**config.mk**
```make
export PLATFORM = sky130hd
export DESIGN_NAME = cell_painter
export DESIGN_NICKNAME = d
export VERILOG_FILES = /design/src/rtl/cell_painter.sv
export SDC_FILE = /design/constraint.sdc
export NUM_CORES = 1
export LEC_CHECK = 0
export ABC_AREA = 1
export CAP_MARGIN = 5
export CORE_ASPECT_RATIO = 1.2
export CORE_MARGIN = 3
export CORE_UTILIZATION = 25
export DETAILED_ROUTE_END_ITERATION = 12
export DONT_BUFFER_PORTS = 1
export HOLD_SLACK_MARGIN = 0.06
export MAX_ROUTING_LAYER = met4
export SETUP_SLACK_MARGIN = 0.1
export SYNTH_ARGS = -nofsm -noshare
export SYNTH_HDL_FRONTEND = slang
export SYNTH_SLANG_ARGS = --single-unit
```
**constraint.sdc**
```tcl
create_clock -name CLOCK_50 -period 2.85 [get_ports CLOCK_50]
set_input_delay 0.57 -clock CLOCK_50 [delete_from_list [all_inputs] [get_ports CLOCK_50]]
set_output_delay 0.57 -clock CLOCK_50 [all_outputs]
set_load 0.01 [all_outputs]
```
**src/rtl/cell_painter.sv**
```systemverilog
// cell_painter: fills one rectangular board cell in a frame buffer.
// A start request latches the cell origin and colour, then the block walks
// every pixel of the cell in raster order. It drives one pixel write per
// accepted cycle and skips off-screen pixels without waiting on the write
// port. A one-cycle done pulse marks the end of the fill.
module cell_painter #(
   parameter int CELL_W = 64,
   parameter int CELL_H = 24,
   parameter int SCR_W  = 640,
   parameter int SCR_H  = 480
) (
   input  logic       CLOCK_50,
   input  logic       resetn,
   input  logic       start,
   input  logic [9:0] x0,
   input  logic [8:0] y0,
   input  logic [8:0] color,
   input  logic       wr_ready,
   output logic       busy,
   output logic       done,
   output logic       plot,
   output logic [9:0] px,
   output logic [8:0] py,
   output logic [8:0] pcolor
);

   localparam int CX_W = (CELL_W > 1) ? $clog2(CELL_W) : 1;
   localparam int CY_W = (CELL_H > 1) ? $clog2(CELL_H) : 1;

   localparam logic [CX_W-1:0] CX_LAST  = CX_W'(CELL_W - 1);
   localparam logic [CY_W-1:0] CY_LAST  = CY_W'(CELL_H - 1);
   localparam logic [10:0]     SCR_W_L  = 11'(SCR_W);
   localparam logic [9:0]      SCR_H_L  = 10'(SCR_H);

   typedef enum logic [1:0] {
      IDLE = 2'd0,
      FILL = 2'd1,
      FIN  = 2'd2
   } state_t;

   state_t            state_q, state_d;
   logic [9:0]        x0_q, x0_d;
   logic [8:0]        y0_q, y0_d;
   logic [8:0]        color_q, color_d;
   logic [CX_W-1:0]   cx_q, cx_d;
   logic [CY_W-1:0]   cy_q, cy_d;

   // Pixel coordinates carry one extra bit so an origin near the top of the
   // 10/9-bit range cannot wrap back onto the visible screen.
   logic [10:0]       sum_x;
   logic [9:0]        sum_y;
   logic              clip;

   // Current pixel address and its on-screen test.
   always_comb begin
      sum_x = {1'b0, x0_q} + 11'(cx_q);
      sum_y = {1'b0, y0_q} + 10'(cy_q);
      clip  = (sum_x >= SCR_W_L) || (sum_y >= SCR_H_L);
   end

   // Next-state, counter and output decode.
   always_comb begin
      // NOTE: every signal gets a default before the case so no path through
      // this block leaves one unassigned, which would infer a latch.
      state_d = state_q;
      x0_d    = x0_q;
      y0_d    = y0_q;
      color_d = color_q;
      cx_d    = cx_q;
      cy_d    = cy_q;
      busy    = 1'b0;
      done    = 1'b0;
      plot    = 1'b0;
      px      = '0;
      py      = '0;
      pcolor  = '0;

      case (state_q)
         IDLE: begin
            if (start) begin
               x0_d    = x0;
               y0_d    = y0;
               color_d = color;
               cx_d    = '0;
               cy_d    = '0;
               state_d = FILL;
            end
         end

         FILL: begin
            busy   = 1'b1;
            px     = sum_x[9:0];
            py     = sum_y[8:0];
            pcolor = color_q;
            plot   = !clip;
            // Clipped pixels never touch the write port, so they need no
            // handshake and move on after a single cycle.
            if (clip || wr_ready) begin
               if (cx_q == CX_LAST) begin
                  cx_d = '0;
                  if (cy_q == CY_LAST) begin
                     state_d = FIN;
                  end else begin
                     cy_d = cy_q + 1'b1;
                  end
               end else begin
                  cx_d = cx_q + 1'b1;
               end
            end
         end

         FIN: begin
            done    = 1'b1;
            state_d = IDLE;
         end

         default: state_d = IDLE;
      endcase
   end

   // State, latched request and pixel counters.
   always_ff @(posedge CLOCK_50 or negedge resetn) begin
      // NOTE: every register, latched request data included, is cleared on
      // reset so an aborted fill leaves no stale origin or colour behind.
      if (!resetn) begin
         state_q <= IDLE;
         x0_q    <= '0;
         y0_q    <= '0;
         color_q <= '0;
         cx_q    <= '0;
         cy_q    <= '0;
      end else begin
         // NOTE: non-blocking assignments so every register updates from the
         // values sampled at the same edge.
         state_q <= state_d;
         x0_q    <= x0_d;
         y0_q    <= y0_d;
         color_q <= color_d;
         cx_q    <= cx_d;
         cy_q    <= cy_d;
      end
   end

endmodule

```
# Word-level counts from Yosys, hierarchy flattened
# Index checks and enable logic that the tools add are counted.
# op_classes
add_sub_neg	4
reduce_logical	9
n_eq_ne	9
magnitude_cmp	2
n_mux	20
# op_table
operator	n
2-to-1 mux 5 bit	4
2-to-1 mux 6 bit	3
2-to-1 mux 9 bit	2
case mux 6 bit (2 select lines)	1
adder 10 x 6 -> 11 bit	1
greater-or-equal comparator 11 x 10 -> 1 bit, second input constant	1
adder 9 x 5 -> 10 bit	1
greater-or-equal comparator 10 x 9 -> 1 bit, second input constant	1
2-to-1 mux 10 bit	1
inequality test 2 bit, second input constant	5
case mux 5 bit (2 select lines)	1
2-to-1 mux 2 bit	4
adder 6 x 1 -> 6 bit, second input constant	1
equality test 6 bit, second input constant	1
adder 5 x 1 -> 5 bit, second input constant	1
equality test 5 bit, second input constant	1
AND reduction 5 bit	1
case mux 2 bit (2 select lines)	1
AND reduction 4 bit	1
2-to-1 mux 1 bit	3
AND reduction 3 bit	1
equality test 2 x 1 -> 1 bit, second input constant	1
equality test 2 bit, second input constant	1
zero test 2 bit	1
other kinds (4)	5
# word_totals
regBits	41
output_inout_bits	31
elab_cells	50
input_bits	32

# Longest topological paths before layout
# logic_depth
depth_word	6
depth_mapped	17
ltp_nobuf	16

# Worst setup path before layout
# OpenSTA, ideal clock, no wires.
# synth_timing
path_type	register to output
startpoint	register cy_q[0]
endpoint	output plot
t_arrival_ns	1.801
path_buffers	0
t_required_ns	2.280
stages_incl_launch_ff	12
path_slack_ns	0.479
path_cell_list	dfrtp_1 ha_1 fa_1 nand2_1 nand2_1 and2_4 nand2_1 nand2_1 nand2_1 nand2_1 nand3_2 and3_1
# synth_between
elab_chain_cells	5
# synth_rtl
item	line	text
from (decl)	46	logic [CY_W-1:0] cy_q, cy_d;
from (signal assigned)	140	cy_q <= cy_d;
adder 9 x 5 -> 10 bit	57	sum_y = {1'b0, y0_q} + 10'(cy_q);
greater-or-equal comparator 10 x 9 -> 1 bit	58	clip = (sum_x >= SCR_W_L) || (sum_y >= SCR_H_L);
logical OR 1 bit	58	
zero test 1 bit	95	plot = !clip;
2-to-1 mux 1 bit	78	case (state_q)
to (decl)	21	output logic plot,
# Every way passes these cells.

# Final worst setup path
# layout_timing
startpoint	register y0_q[0]
endpoint	output plot
# layout_between
elab_chain_cells	5
# layout_rtl
item	line	text
from (decl)	43	logic [8:0] y0_q, y0_d;
from (signal assigned)	137	y0_q <= y0_d;
adder 9 x 5 -> 10 bit	57	
greater-or-equal comparator 10 x 9 -> 1 bit	58	
logical OR 1 bit	58	
zero test 1 bit	95	
2-to-1 mux 1 bit	78	
# Every way passes these cells.

==> results.ini <==
[cells_and_area]
n_fill_cell = 1131
seqCellArea_um2 = 1030
diodes = 0
drive_above_1_share_pct = 18.6
postLayoutCellArea_um2 = 3260
syn_to_final_growth_pct = 18.7
multi_input_area_um2 = 1530
num-nets-final = 449

[timing]
hold_violations = 0
skew_ns = 0.00422
fin_hold_ws_ns = 0.128
drv_slew = 0
worst_slew_pin_slew_ns = 1.03
relSlewSlack_pct = 31.5
fin_crit_sh_pct = 93.0
finalSetupViolCount = 0
setup_ws_ns = 0.200
finalCriticalPeriod_ns = 2.65
tns_ns = 0
max_freq_mhz = 377
rsz0062_at_grt = yes

[critical_path]
endpoint_kind = primary output
path_max_fanout = 3
cp.required_ns = 2.28
crit_type = flop to primary output
cp.arrival_ns = 2.08
start_kind = flop

[pwr]
internal_power_mw = 2.02
p_sw_mw = 1.81
pwr_density_cell_nw_per_um2 = 1170
seqPwrFrac_pct = 26.3
vdd.ir_drop.worst_uv = 500
combPwrFrac_pct = 59.7
clockPowerShare_pct = 14.1
sw_frac_of_total_pct = 47.2
report.power.total_mw = 3.83
p_leak_nw = 1.69

[placement]
dp_slack_ns = 0.233
hpwl_mm = 5.26
dpl_cell_area_um2 = 2990
io_buffers = 0
gp_congestion = 0.884

[detailed_routing]
drc = 0
drt_first_pass_iters = 5
viasPerCell = 4.64
wirelength_mm = 6.97
vias = 2466
ant_nets = 0
drt_iter0_drc = 101
wl_per_cell_um = 13.1

[die]
die_x_um = 102
fp.dieH_um = 121
start_util_pct = 25.9
dieArea_um2 = 12300
std_cell_rows = 41
io_pins = 63
core_area_um2 = 10600

[clock_tree]
cts_max_level = 2
clkLatencyLatePin_ns = 0.28
clkTransAtPathRegs_ns = 0.06
cts_num_sinks = 41
cts_root_buf = clkbuf_16
cts_buffers = 5
cts_buffer_depth = 2
cts_tree = yes

[global_routing]
gr-usage-met1_pct = 14.7
grt_pass1_vias = 2486
grt_overflow = 0
gr-usage-met3_pct = 2.25
grt_pass1_wl_mm = 11.7
antenna_found_initial = 0
top_usage_layer = met2
track_usage_pct = 12.3
globalRouteMet2Util_pct = 21.2
grt_max_degree = 42

[yosys]
yosysTopAreaCell = dfrtp_1
synth.area.top_cells = dfrtp_1 (37%), nand2_1 (12%), nor2_1 (9.2%)
synth_nets = 428
synth.top_cell.area_share_pct = 37.3
syn_avg_cell_area_um2 = 7.21
synth_cell_types = 31
synth.most_common_cell = nand2_1
synthTopCellsByCount = nand2_1 (88), nor2_1 (67), inv_1 (52)
synth_seq_area_share_pct = 37.3
yosys_most_used_dff = dfrtp_1
synth-edff-count = 0
syn_inst = 381
async_reset_ff_share_pct = 100
syn_area_um2 = 2750
ys_ff_latch = 41
yosys_warnings = 0

[min_path]
hold_class = input pin to asynchronous set/reset pin

[job]
maxCapViolations = 0

[outcome]
status = finished clean

## critical path, stage by stage (launching register included)
cell and delay [ns]:
dfrtp_1 0.38, ha_2 0.21, fa_2 0.42, nand2_2 0.09, nand2_2 0.05, and2_4 0.14, nand2_2 0.05, nand2_1 0.05
nand2_1 0.08, nand2_1 0.06, nand3_2 0.08, and3_4 0.20
## logic make-up (layout without fill, tap and decap cells)
kind of cell,after synthesis,count (layout),share of synthesized area [%]
compound gates,44,44,8.93
simple gates,205,205,32.5
fa+ha+maj,15,15,7.38
buf+inv,64,86,9.11
flops,41,41,37.3
xor+xnor,2,2,0.638
mux,10,10,4.10
## sequential cells by signal (all words and copies together) (netlist names)
name	count
x0_q	10
color_q	9
cx_q	6
state_q	2
cy_q	5
y0_q	9
## metal layers
metal,up-vias,share of wire (%)
met5,-,0
met4,0,1.2
met3,6,4.0
met2,54,50
met1,1160,45
li1,1246,-
## layout make-up
cell class                 instances  share of cell area (%)
multi-input combinational        276                    47.0
timing repair buffer              24                    6.14
clock buffer                       8                    4.18
inverter                          54                    6.22
tap                              129                    4.95
sequential                        41                    31.5
## placed cells by master, fill, tap and decap left out, drive strengths merged, types with 4 or more instances in the layout
cell / instances
nand2: 94
nor2: 68
inv: 53
dfrtp: 41
a21oi: 31
buf: 24
nand3: 21
ha: 13
nand4: 11
o21ai: 11
mux2: 10
clkbuf: 8
nor3: 4
## through the flow
step | instances | utilization (%)
after floorplan | 381 | -
after global placement | 516 | 28.1
after CTS | 527 | 30.0
final | 532 | 30.7
after detailed placement | 516 | 28.1
after global routing | 532 | 30.7
## power groups by stage
stage	combinational (mW)	sequential, mW	clock, mW
2_1_floorplan	1.58	0.963	0
3_3_place_gp	2.12	1.01	0
3_5_place_dp	2.15	1.02	0
4_1_cts	2.23	1.00	0.565
5_1_grt	2.59	1.04	0.585
6_report	2.28	1.00	0.539
## path summary, 6_finish.rpt
check,start,to,slack (ns),depth (start not counted)
worst max-delay path,y0_q[0],plot,0.20,11
worst min-delay path,resetn,x0_q[2],0.13,1
worst max register to register,y0_q[0],cx_q[0],0.44,15
worst min register to register,color_q[5],color_q[5],0.51,2
max in group asynchronous,resetn,y0_q[5],2.52,1
min in group CLOCK_50,y0[4],y0_q[4],0.44,1
## timing repair
item,in CTS,in global routing
endpoints found under the hold margin,41,0
hold buffers,1,0
gates resized for setup,6,12
endpoints found under the setup margin,3,2
pin swaps,1,8
setup buffers,2,5
(Power assumes the default switching activity.)
